$ cat src/rtl/ascii_pkg.sv
`default_nettype none
// ============================================================================
//  Module      : ascii_pkg
//  Description : Shared constants and FSM state encoding for the serial
//                ASCII framing controller.
//  Revision    : 1.0  initial release
// ============================================================================
package ascii_pkg;

    // Width of one ASCII character on the serial line
    localparam int c_CHAR_W_ASCII = 7;

    // Default end-of-message character ('+')
    localparam logic [c_CHAR_W_ASCII-1:0] c_TERM_CHAR_DEFAULT = 7'h2B;

    // Controller state encoding
    typedef logic [1:0] state_t;

    localparam state_t c_ST_IDLE  = 2'd0;
    localparam state_t c_ST_SHIFT = 2'd1;
    localparam state_t c_ST_DRAIN = 2'd2;
    localparam state_t c_ST_DONE  = 2'd3;

endpackage : ascii_pkg
`default_nettype wire

$ cat src/rtl/ascii_char_fifo.sv
`default_nettype none
// ============================================================================
//  Module      : ascii_char_fifo
//  Description : Small synchronous first-word-fall-through FIFO. The head
//                entry is read straight from registered storage. Storage is
//                cleared on reset so the head reads zero while empty after
//                reset.
//  Revision    : 1.0  initial release
// ============================================================================
module ascii_char_fifo #(
    parameter int DEPTH = 4,   // power of two, >= 2
    parameter int WIDTH = 7
) (
    input  logic             clk,
    input  logic             rst_n,
    input  logic             i_push,
    input  logic [WIDTH-1:0] i_din,
    input  logic             i_pop,
    output logic [WIDTH-1:0] o_head,
    output logic             o_full,
    output logic             o_empty
);

    localparam int c_PTR_W = $clog2(DEPTH);
    localparam int c_CNT_W = c_PTR_W + 1;
    localparam logic [c_CNT_W-1:0] c_DEPTH = c_CNT_W'(DEPTH);

    logic [WIDTH-1:0]   r_mem [DEPTH];
    logic [c_PTR_W-1:0] r_wr_ptr;
    logic [c_PTR_W-1:0] r_rd_ptr;
    logic [c_CNT_W-1:0] r_count;

    logic w_do_push;
    logic w_do_pop;

    // Writes into a full FIFO and reads from an empty one are dropped
    assign w_do_push = i_push & ~o_full;
    assign w_do_pop  = i_pop  & ~o_empty;

    assign o_full  = (r_count == c_DEPTH);
    assign o_empty = (r_count == '0);
    assign o_head  = r_mem[r_rd_ptr];

    // Character storage; cleared on reset so the head output starts at zero
    always_ff @(posedge clk) begin
        if (!rst_n) begin
            for (int i = 0; i < DEPTH; i++) begin
                r_mem[i] <= '0;
            end
        end else if (w_do_push) begin
            r_mem[r_wr_ptr] <= i_din;
        end
    end

    // Pointers wrap naturally because DEPTH is a power of two; count tracks occupancy
    always_ff @(posedge clk) begin
        if (!rst_n) begin
            r_wr_ptr <= '0;
            r_rd_ptr <= '0;
            r_count  <= '0;
        end else begin
            if (w_do_push) begin
                r_wr_ptr <= r_wr_ptr + 1'b1;
            end
            if (w_do_pop) begin
                r_rd_ptr <= r_rd_ptr + 1'b1;
            end
            if (w_do_push && !w_do_pop) begin
                r_count <= r_count + 1'b1;
            end else if (w_do_pop && !w_do_push) begin
                r_count <= r_count - 1'b1;
            end
        end
    end

endmodule : ascii_char_fifo
`default_nettype wire

$ cat src/rtl/ascii_frame_ctrl.sv
`default_nettype none
// ============================================================================
//  Module      : ascii_frame_ctrl
//  Description : Frames a serial MSB-first bit stream into 7-bit ASCII
//                characters, buffers them for a valid/ready consumer and
//                ends each message on a terminator char or a length cap.
//  Revision    : 1.0  initial release
// ============================================================================
module ascii_frame_ctrl
    import ascii_pkg::*;
#(
    parameter int                CHAR_W     = c_CHAR_W_ASCII,
    parameter int                FIFO_DEPTH = 4,
    parameter logic [CHAR_W-1:0] TERM_CHAR  = c_TERM_CHAR_DEFAULT,
    parameter int                MAX_LEN    = 16
) (
    input  logic                           clk,
    input  logic                           rst_n,
    input  logic                           start,
    input  logic                           bit_in,
    input  logic                           bit_valid,
    output logic                           bit_ready,
    output logic [CHAR_W-1:0]              char_out,
    output logic                           char_valid,
    input  logic                           char_ready,
    output logic [$clog2(MAX_LEN+1)-1:0]   msg_len,
    output logic                           trunc,
    output logic                           msg_done
);

    localparam int c_BIT_CNT_W = $clog2(CHAR_W);
    localparam int c_LEN_W     = $clog2(MAX_LEN + 1);

    localparam logic [c_BIT_CNT_W-1:0] c_LAST_BIT = c_BIT_CNT_W'(CHAR_W - 1);
    localparam logic [c_LEN_W-1:0]     c_MAX_LEN  = c_LEN_W'(MAX_LEN);

    state_t r_state;
    state_t w_state_nxt;

    logic [c_BIT_CNT_W-1:0] r_bit_cnt;
    logic [CHAR_W-2:0]      r_shreg;
    logic [c_LEN_W-1:0]     r_msg_len;
    logic                   r_trunc;

    logic               w_fifo_full;
    logic               w_fifo_empty;
    logic               w_pop;
    logic               w_xfer;
    logic               w_last_bit;
    logic               w_push;
    logic [CHAR_W-1:0]  w_char;
    logic [c_LEN_W-1:0] w_len_inc;
    logic               w_is_term;
    logic               w_at_cap;
    logic               w_end_msg;
    logic               w_start_msg;

    // Datapath decode: the char completes on the bit that lands in the last slot
    assign w_xfer      = bit_valid & bit_ready;
    assign w_last_bit  = (r_bit_cnt == c_LAST_BIT);
    assign w_push      = w_xfer & w_last_bit;
    assign w_char      = {r_shreg, bit_in};
    assign w_len_inc   = r_msg_len + 1'b1;
    assign w_is_term   = (w_char == TERM_CHAR);
    assign w_at_cap    = (w_len_inc == c_MAX_LEN);
    assign w_end_msg   = w_push & (w_is_term | w_at_cap);
    assign w_start_msg = (r_state == c_ST_IDLE) & start;
    assign w_pop       = char_ready & ~w_fifo_empty;

    assign char_valid = ~w_fifo_empty;
    assign msg_len    = r_msg_len;
    assign trunc      = r_trunc;

    ascii_char_fifo #(
        .DEPTH (FIFO_DEPTH),
        .WIDTH (CHAR_W)
    ) u_fifo (
        .clk     (clk),
        .rst_n   (rst_n),
        .i_push  (w_push),
        .i_din   (w_char),
        .i_pop   (w_pop),
        .o_head  (char_out),
        .o_full  (w_fifo_full),
        .o_empty (w_fifo_empty)
    );

    // State register
    always_ff @(posedge clk) begin
        if (!rst_n) begin
            r_state <= c_ST_IDLE;
        end else begin
            r_state <= w_state_nxt;
        end
    end

    // Next-state logic: message runs until terminator or cap, then waits for the FIFO to empty
    always_comb begin
        w_state_nxt = r_state;
        case (r_state)
            c_ST_IDLE:  if (start)        w_state_nxt = c_ST_SHIFT;
            c_ST_SHIFT: if (w_end_msg)    w_state_nxt = c_ST_DRAIN;
            c_ST_DRAIN: if (w_fifo_empty) w_state_nxt = c_ST_DONE;
            c_ST_DONE:                    w_state_nxt = c_ST_IDLE;
            default:                      w_state_nxt = c_ST_IDLE;
        endcase
    end

    // Outputs: stall only the completing bit when the FIFO is full (a same-cycle pop is not credited)
    always_comb begin
        bit_ready = 1'b0;
        msg_done  = 1'b0;
        case (r_state)
            c_ST_SHIFT: bit_ready = ~(w_last_bit & w_fifo_full);
            c_ST_DONE:  msg_done  = 1'b1;
            default: begin
                bit_ready = 1'b0;
                msg_done  = 1'b0;
            end
        endcase
    end

    // Bit counter and shift register; held through bit_valid gaps
    always_ff @(posedge clk) begin
        if (!rst_n) begin
            r_bit_cnt <= '0;
            r_shreg   <= '0;
        end else if (w_start_msg) begin
            r_bit_cnt <= '0;
        end else if (w_xfer) begin
            r_shreg   <= w_char[CHAR_W-2:0];
            r_bit_cnt <= w_last_bit ? '0 : r_bit_cnt + 1'b1;
        end
    end

    // Message length and sticky truncation flag; both hold after the message until the next start
    always_ff @(posedge clk) begin
        if (!rst_n) begin
            r_msg_len <= '0;
            r_trunc   <= 1'b0;
        end else if (w_start_msg) begin
            r_msg_len <= '0;
            r_trunc   <= 1'b0;
        end else if (w_push) begin
            r_msg_len <= w_len_inc;
            if (w_at_cap && !w_is_term) begin
                r_trunc <= 1'b1;
            end
        end
    end

endmodule : ascii_frame_ctrl
`default_nettype wire

$ cat config.mk
export PLATFORM = sky130hd
export DESIGN_NAME = ascii_frame_ctrl
export DESIGN_NICKNAME = d
export VERILOG_FILES = /design/src/rtl/ascii_pkg.sv /design/src/rtl/ascii_char_fifo.sv /design/src/rtl/ascii_frame_ctrl.sv
export SDC_FILE = /design/constraint.sdc
export NUM_CORES = 1
export LEC_CHECK = 0
export CAP_MARGIN = 15
export CORE_MARGIN = 2
export CORE_UTILIZATION = 55
export CTS_CLUSTER_DIAMETER = 30
export DETAILED_ROUTE_END_ITERATION = 16
export PLACE_DENSITY = 0.72
export SETUP_SLACK_MARGIN = 0.02
export SLEW_MARGIN = 15
export SYNTH_ARGS = -nofsm -noshare
export SYNTH_HDL_FRONTEND = slang
export SYNTH_SLANG_ARGS = --single-unit
$ cat constraint.sdc
create_clock -name clk -period 6.1 [get_ports clk]
set_input_delay 1.22 -clock clk [delete_from_list [all_inputs] [get_ports clk]]
set_output_delay 1.22 -clock clk [all_outputs]
set_load 0.05 [all_outputs]
-- Word-level counts from Yosys, hierarchy flattened
Memories as Yosys holds them, arrays and structs flattened. A register that Yosys moved wholly into a read port is not among the register bits.
Index checks and enable logic that the tools add are counted.
- output and inout bits: 16
- memory bits (writable): 28
- word-level logic and storage cells: 71
- input bits: 6
- memories kept: 1
- bits in registers: 24
- equality and inequality tests: 10
- muxes and demuxes: 18
- bitwise logic cells: 14
- reduce and logical (&&, ||, !) cells: 14
- $add $sub $neg: 6
- memory list (name ; words ; width ; rd ports ; clocked after Yosys merged registers in ; write ports ; line ; RTL):
    u_fifo.r_mem ; 4 ; 7 ; 1 ; 1 ; 4 ; ascii_char_fifo.sv:28 ; logic [WIDTH-1:0] r_mem [DEPTH];
- operator list (operator ; count):
    $mux W2 ; 6
    $mux W3 ; 3
    $and A1 B1 Y1 ; 8
    $pmux W2 S4 ; 1
    $eq A7 B6 Y1 const B ; 1
    $mux W1 ; 7
    $mux W7 ; 1
    $reduce_or A7 Y1 ; 1
    $add A3 B1 Y3 const B ; 2
    $eq A3 B3 Y1 const B ; 2
    $add A5 B1 Y5 const B ; 1
    $eq A5 B5 Y1 const B ; 1
    $not A1 Y1 ; 5
    $add A2 B1 Y2 const B ; 2
    $eq A2 B2 Y1 const B ; 2
    $ne A2 B2 Y1 const B ; 2
    $reduce_and A2 Y1 ; 2
    $logic_and A1 B1 Y1 ; 3
    $logic_not A1 Y1 ; 3
    $logic_not A3 Y1 ; 1
    $reduce_and A3 Y1 ; 1
    $sub A3 B1 Y3 const B ; 1
    $eq A2 B1 Y1 const B ; 1
    $logic_not A2 Y1 ; 1
    other kinds (4) ; 4

-- Logic depth before layout (Yosys ltp)
Gate-level depths: netlist (run 1).
- depth after elaboration: 12
- depth in mapped cells: 11
- gate-level depth less buffers: 10

-- Hierarchy
A second synthesis (run 1) with hierarchy kept.
- cells, all modules: 218
- area total of the unflattened synthesis: 2600.0 um2
- by module, submodules not included (module ; seq. area each (um2) ; area each (um2) ; times used ; cells an instance):
    ascii_char_fifo ; 1021.0 ; 1687.9 ; 1 ; 115
    ascii_frame_ctrl ; 340.3 ; 912.1 ; 1 ; 103

-- Least setup slack after synthesis (run 1)
Ideal clock, no wire load.
- path type: input to register
- start: input port bit_valid
- end: register u_fifo.r_count[2]
- data arrival time: 3273 ps
- path buffers: 1
- setup slack: 2751 ps
- cell stages on the path: 9
- library setup time: 76 ps
- cell sequence: nand2_2 -> nor4_4 -> buf_2 -> ha_1 -> inv_1 -> fa_1 -> xor2_1 -> or3_1 -> a21boi_0
- longest elaborated chain between the ends: 6
- elaborated cells on any way between the ends: 8
- RTL lines (what ; line ; RTL):
    start, declared ; ascii_frame_ctrl.sv:21 ; input logic bit_valid,
    $and A1 B1 Y1 * ; ascii_frame_ctrl.sv:59 ; assign w_xfer = bit_valid & bit_ready;
    $and A1 B1 Y1 * ; ascii_frame_ctrl.sv:61 ; assign w_push = w_xfer & w_last_bit;
    $and A1 B1 Y1 * ; ascii_char_fifo.sv:37 ; assign w_do_push = i_push & ~o_full;
    named net u_fifo.w_do_push ; ascii_char_fifo.sv:33 ; logic w_do_push;
    $logic_not A1 Y1 ; ascii_char_fifo.sv:70 ; end else if (w_do_pop && !w_do_push) begin
    $logic_and A1 B1 Y1 ; ascii_char_fifo.sv:70 ;
    $reduce_bool A2 Y1 (no line) ; n/a ;
    end signal, assigned ; ascii_char_fifo.sv:69 ; r_count <= r_count + 1'b1;
    end signal, assigned ; ascii_char_fifo.sv:71 ; r_count <= r_count - 1'b1;
    end, declared ; ascii_char_fifo.sv:31 ; logic [c_CNT_W-1:0] r_count;
Mark *: on every way through the listed nets, which the timed path passes. The rest lies on a longest branch.
A chain may end at the register's enable or synchronous reset.

==> run metrics, run 1 <==
min cycle time layout=about 3.4 ns; sw power=around 190 uW; FFs w/ async S/R, synth=0; fillcell total=~330; Final Non-Filler Cells=between 200 and 300; pin count of the biggest net entering global routing=32; Yosys warning count=0; number of remaining DRC errors=0; fin area=approximately 2900 sq um; worst reg2reg path depth=11; cts hold-fix bufs=0; hpwl dp=3.26 mm; pwr dens=between 200 and 300 nW/um^2; final-report max-slew violation count=0; Routed Antenna Nets=0; Max FO, Critical Path=7; Gate power share=0.148; Yosys top cell area share=0.332; RSZ-0062 raised after global routing=no; CP Buf/Inv Count=1; final worst path period share=0.561; GR Util All Layers=0.188; CP max stage cell=clkdlybuf4s50_1; Yosys top cell by area=edfxtp_1; post-cts sizing count=0; HP Class=register to register; post-place setup slack=approximately 2.4 ns; CTS sink cnt=between 50 and 60; Met3 Wirelength=163 um; vias in the first global route=~1600; IO Port Bufs=21; PnR Total Power=738 uW; worst setup margin=about 2.7 ns; Clk pwr share=0.302; worst slew pin tran=a little over 0.9 ns; TNS Setup=0 ns; antenna violations before repair=0; slowest cell delay on critical path=approximately 0.71 ns; Max H-tree Level=2; uppermost routed layer=met4; clk_lat worst skew=0.30 ns; status=completed; die width=71.9 um; R2R Setup Slk=between 3 and 4 ns; worst hold stages=2; Post-CTS Setup Repair Bufs=0; DP Area=around 2800 sq um; syn avg cell area=12.0 sq um; RD Place Congestion=about 0.8; CP arrival=about 2.2 ns; Slew headroom=0.375; CP delay by family, top=buffers and inverters; Mapped Area=roughly 2500 sq um; Ports=22; grt ovf=0; hold path endpoint=trunc$_SDFFE_PP0P_; Most used DFF post-synth=edfxtp_1; part of the power in registers=0.550; Core Box Area=roughly 4400 sq um; met2 routed WL=between 2 and 2.5 mm; TritonCTS clock tree=done; clock root buffer master=clkbuf_8; cells after synthesis=211; wire length of the first global-routing pass=roughly 7.5 mm; Netlist cell types=40; switching share of total power=0.252; Reg-to-Reg Start=r_state[1]$_SDFFE_PN0P_; full die area=5170 sq um; Mapped Nets=between 200 and 250; register area share after synthesis=0.537; die height=roughly 72 um; nets@finish=roughly 250; diode count=0; placed cells=between 200 and 300; Pleak=1.05 nW; worst endpoint required time=between 4 and 5 ns; worst vdd ir=0.143 mV; Initial Util=0.578; TritonCTS Buffers=5; CP Capture Type=primary output; met1 wire length=1.90 mm; Int Pwr=roughly 550 uW; DR iter-0 viols=50; Routed wire per std cell=~15 um; detailed-route wire length=about 4.4 mm; f_max=about 0.29 GHz; via count=around 1600; Area growth, synth to finish=14.3%; router iterations before antenna repair=4; Final Skew=roughly 0.0075 ns; FP Rows=24; Setup CP Type=register to primary output; Hold Fails Final Rpt=0; Reg-to-Reg End=u_fifo.r_count[2]$_SDFFE_PN0P_; Final setup viols=0; MaxCap Viol Count=0; Vias/cell=5.61; crit-path cells=mux4_2, clkdlybuf4s50_1; Max Root-Sink Buffers=2; ranking of synthesized cells by area=edfxtp_1 (33%), dfxtp_1 (21%), and2_1 (6.4%); layout cells sized above 1=0.0940; Reg clk slew, reported paths=roughly 0.09 ns; Synth Register Bits=54; startpoint types=register; Post-synth EDFFs=28; HP Start=trunc$_SDFFE_PP0P_
-- cell usage in the layout, fill, tap and decap left out, drive strengths merged, types with 2 or more instances in the layout --
master,count
nor2b,4
xor2,4
clkdlybuf4s50,21
xnor2,6
nand2,22
nor4bb,2
and2,26
nand2b,3
clkbuf,5
ha,8
a21boi,7
a21oi,7
mux4,7
and3,7
inv,4
nand3,10
mux2i,4
edfxtp,28
nor3b,4
o21ai,3
or3,2
dfxtp,26
nor2,9
and4,2
-- flip-flops by register name (all words and copies together), names as in the netlist, named ones only --
name,count
msg_len,5
r_bit_cnt,3
r_shreg,6
r_state,2
trunc,1
u_fifo.r_count,3
u_fifo.r_mem,28
u_fifo.r_rd_ptr,2
u_fifo.r_wr_ptr,2
-- Yosys cell counts, types with 2 or more instances --
| cell | count |
|---|---|
| edfxtp_1 | 28 |
| and2_1 | 26 |
| dfxtp_1 | 26 |
| nand2_1 | 20 |
| nand3_1 | 10 |
| nor2_1 | 9 |
| ha_1 | 8 |
| a21boi_0 | 7 |
| and3_1 | 7 |
| mux4_2 | 7 |
| a21oi_1 | 6 |
| xnor2_1 | 6 |
| clkbuf_1 | 4 |
| inv_1 | 4 |
| mux2i_1 | 4 |
| nor2b_1 | 4 |
| xor2_1 | 4 |
| nand2b_1 | 3 |
| o21ai_0 | 3 |
| and4_1 | 2 |
| nor3b_4 | 2 |
| nor4bb_1 | 2 |
| or3_1 | 2 |
-- cell type report --
class	instances	area, sq um	share of cell area
Tap cell	52	65.1	0.0225
Sequential cell	54	1360	0.470
Clock buffer	5	68.8	0.0238
Multi-Input combinational cell	147	1130	0.392
Inverter	4	15.0	0.00518
Timing Repair Buffer	22	218	0.0752
Clock inverter	2	33.8	0.0117
-- power by group through the flow --
stage / clock network, mW / logic [mW] / registers, mW
floorplan: 0 / 0.0805 / 0.411
global placement: 0 / 0.104 / 0.414
detailed placement: 0 / 0.109 / 0.415
CTS: 0.229 / 0.110 / 0.406
global route: 0.247 / 0.120 / 0.409
finish: 0.223 / 0.109 / 0.406
-- cell families after synthesis --
logic type,after synthesis,share of synthesized area
and+or+nand+nor,96,0.234
adders and majority gates,9,0.0474
AOI/OAI and AO/OA,21,0.0538
buffers and inverters,10,0.0153
muxes,11,0.0780
DFF,54,0.537
xor gates and xnor gates,10,0.0345
-- per-stage QoR --
stage	hold slack, ns	utilization
2_1_floorplan	0.466	-
3_3_place_gp	0.465	0.637
3_5_place_dp	0.479	0.637
4_1_cts	0.518	0.661
5_1_grt	0.568	0.661
6_report	0.515	0.661
-- tightest hold or removal path, stage by stage (launching register included) --
cell     delay, ns
dfxtp_1       0.35
a31oi_1       0.05
nor2_1        0.08
-- how the worst max path moves through the flow --
stage | from | to | slack [ns] | cells after the start
3_3_place_gp | bit_valid | u_fifo.r_count[2]$_SDFFE_PN0P_ | 2.50 | 10
2_1_floorplan | bit_valid | u_fifo.r_count[2]$_SDFFE_PN0P_ | 2.75 | 9
4_1_cts | register | char_out[4] | 2.63 | 2
5_1_grt | bit_valid | u_fifo.r_count[2]$_SDFFE_PN0P_ | 2.54 | 10
3_5_place_dp | bit_valid | u_fifo.r_count[2]$_SDFFE_PN0P_ | 2.39 | 10
6_report | register | char_out[4] | 2.68 | 2
-- per-layer routing --
layer,global-route usage,up-vias
met5,0,-
met4,0.0566,0
met3,0.0472,7
met2,0.322,35
met1,0.237,763
li1,-,800
Note: power is estimated with default switching activity, not from simulation.
==> run 2: changes to the inputs <==
--- a/config.mk
+++ b/config.mk
@@ -7,10 +7,10 @@
 export LEC_CHECK = 0
 export CAP_MARGIN = 15
 export CORE_MARGIN = 2
-export CORE_UTILIZATION = 55
+export CORE_UTILIZATION = 51
 export CTS_CLUSTER_DIAMETER = 30
 export DETAILED_ROUTE_END_ITERATION = 16
-export PLACE_DENSITY = 0.72
+export PLACE_DENSITY = 0.71
 export SETUP_SLACK_MARGIN = 0.02
 export SLEW_MARGIN = 15
 export SYNTH_ARGS = -nofsm -noshare
==> constraint.sdc (replaced) <==
create_clock -name clk -period 3.1 [get_ports clk]
set_input_delay 0.62 -clock clk [delete_from_list [all_inputs] [get_ports clk]]
set_output_delay 0.62 -clock clk [all_outputs]
set_load 0.05 [all_outputs]
==> run 2 against run 1 <==
Clock-buffer cell count stayed put; clock power is 140% higher; clock skew hardly changed; final area is 2.5% higher; critical endpoint is now char_out[3]; highest routed layer unchanged.
==> run metrics, run 2 (synthesis gave the netlist of run 1 again) <==
Core Box Area=between 4000 and 5000 sq um; Reg clk slew, reported paths=0.09 ns; Initial Util=0.533; Area growth, synth to finish=17.1%; worst vdd ir=approximately 0.31 mV; router iterations before antenna repair=4; Setup CP Type=register to primary output; diode count=0; commonest non-fill, non-tap cell in the layout=edfxtp_1; CP Capture Type=primary output; TritonCTS Buffers=5; TritonCTS clock tree=done; Gate power share=0.136; crit-path cells=mux4_2, clkdlybuf4s50_1; Max FO, Critical Path=7; final-report max-slew violation count=0; CP Buf/Inv Count=1; pin count of the biggest net entering global routing=31; clk_lat worst skew=around 0.30 ns; pwr dens=around 520 nW/um^2; commonest non-fill, non-tap cells in the layout=edfxtp_1 (28), and2_1 (26), dfxtp_1 (26), clkdlybuf4s50_1 (21), nand2_1 (20); grt ovf=0; switching share of total power=0.243; Routed Antenna Nets=0; clock root buffer master=clkbuf_8; worst endpoint required time=roughly 2.5 ns; Clk pwr share=0.348; Post-CTS Setup Repair Bufs=0; HP Start=trunc$_SDFFE_PP0P_; final worst path period share=0.915; DR iter-0 viols=39; die height=between 70 and 80 um; GR Util All Layers=0.171; nets@finish=approximately 250; detailed-route wire length=between 4 and 5 mm; Largest register FFs=28; startpoint types=register; HP Class=register to register; min cycle time layout=2.84 ns; RD Place Congestion=between 0.7 and 0.8; Vias/cell=between 5 and 6; cts hold-fix bufs=0; sw power=377 uW; RSZ-0062 raised after global routing=no; FP Rows=25; CP max stage cell=clkdlybuf4s50_1; Max Root-Sink Buffers=2; Pleak=roughly 1.1 nW; via count=1580; Final Skew=approximately 0.0080 ns; number of remaining DRC errors=0; die width=74.5 um; Most flops, register=u_fifo.r_mem; Final setup viols=0; CP delay by family, top=buffers and inverters; antenna violations before repair=0; part of the power in registers=0.516; layout cells sized above 1=0.109; fin area=roughly 3000 sq um; Max H-tree Level=2; TNS Setup=0 ns; DP Area=approximately 2800 sq um; status=completed; f_max=approximately 0.35 GHz; MaxCap Viol Count=0; CP arrival=around 2.2 ns; worst slew pin tran=between 0.5 and 0.6 ns; CTS sink cnt=54; post-cts sizing count=0; slowest cell delay on critical path=slightly above 0.7 ns; vias in the first global route=approximately 1500; hpwl dp=~3.1 mm; wire length of the first global-routing pass=roughly 7 mm; IO Port Bufs=21; Int Pwr=roughly 1.2 mW; Routed wire per std cell=about 14 um; Reg-to-Reg Start=r_state[1]$_SDFFE_PN0P_; full die area=around 5600 sq um; Hold Fails Final Rpt=0; R2R Setup Slk=between 0.7 and 0.8 ns; Slew headroom=0.663; Ports=22
## run 2: final timing paths
check                                    to  cells past startpoint
max                             char_out[3]                      2
min                      trunc$_SDFFE_PP0P_                      2
max reg2reg  u_fifo.r_count[2]$_SDFFE_PN0P_                     10
min reg2reg              trunc$_SDFFE_PP0P_                      2
## run 2: final cells by class
cell class | count | area (sq um)
fill | 396 | 1790
sequential | 54 | 1360
multi-input combinational | 147 | 1130
timing repair buffer | 25 | 240
tap | 67 | 83.8
clock buffer | 5 | 68.8
clock inverter | 3 | 63.8
inverter | 4 | 15.0
## run 2: metrics by stage
stage	util	total power [mW]	hold WS (ns)	cells	setup slack, ns
floorplan	-	0.967	0.466	211	0.351
global placement	0.596	1.03	0.467	297	0.317
detailed placement	0.596	1.03	0.470	297	0.265
finish	0.624	1.55	0.490	305	0.265
CTS	0.624	1.56	0.497	305	0.217
global route	0.624	1.61	0.517	305	0.119
## run 2: power by group through the flow
stage               clock (mW)  sequential (mW)  combinational (mW)
floorplan                    0            0.809               0.158
global route             0.571            0.804               0.237
finish                   0.540            0.800               0.211
global placement             0            0.815               0.212
detailed placement           0            0.817               0.213
CTS                      0.546            0.800               0.215
## run 2: worst register-to-register path, stage by stage, from the launching register on
cell and delay (ns):
dfxtp_1 0.35, inv_1 0.11, ha_1 0.21, nand2_2 0.11, nor4_4 0.29, ha_1 0.22, inv_1 0.06, fa_1 0.37
xor2_1 0.16, or3_1 0.30, a21boi_0 0.16
## run 2: metal layers
layer	global-route usage	up-vias	routed length, um
li1	-	803	-
met1	0.214	745	1960
met2	0.287	24	2150
met3	0.0434	8	133
met4	0.0655	0	82
met5	0	-	0
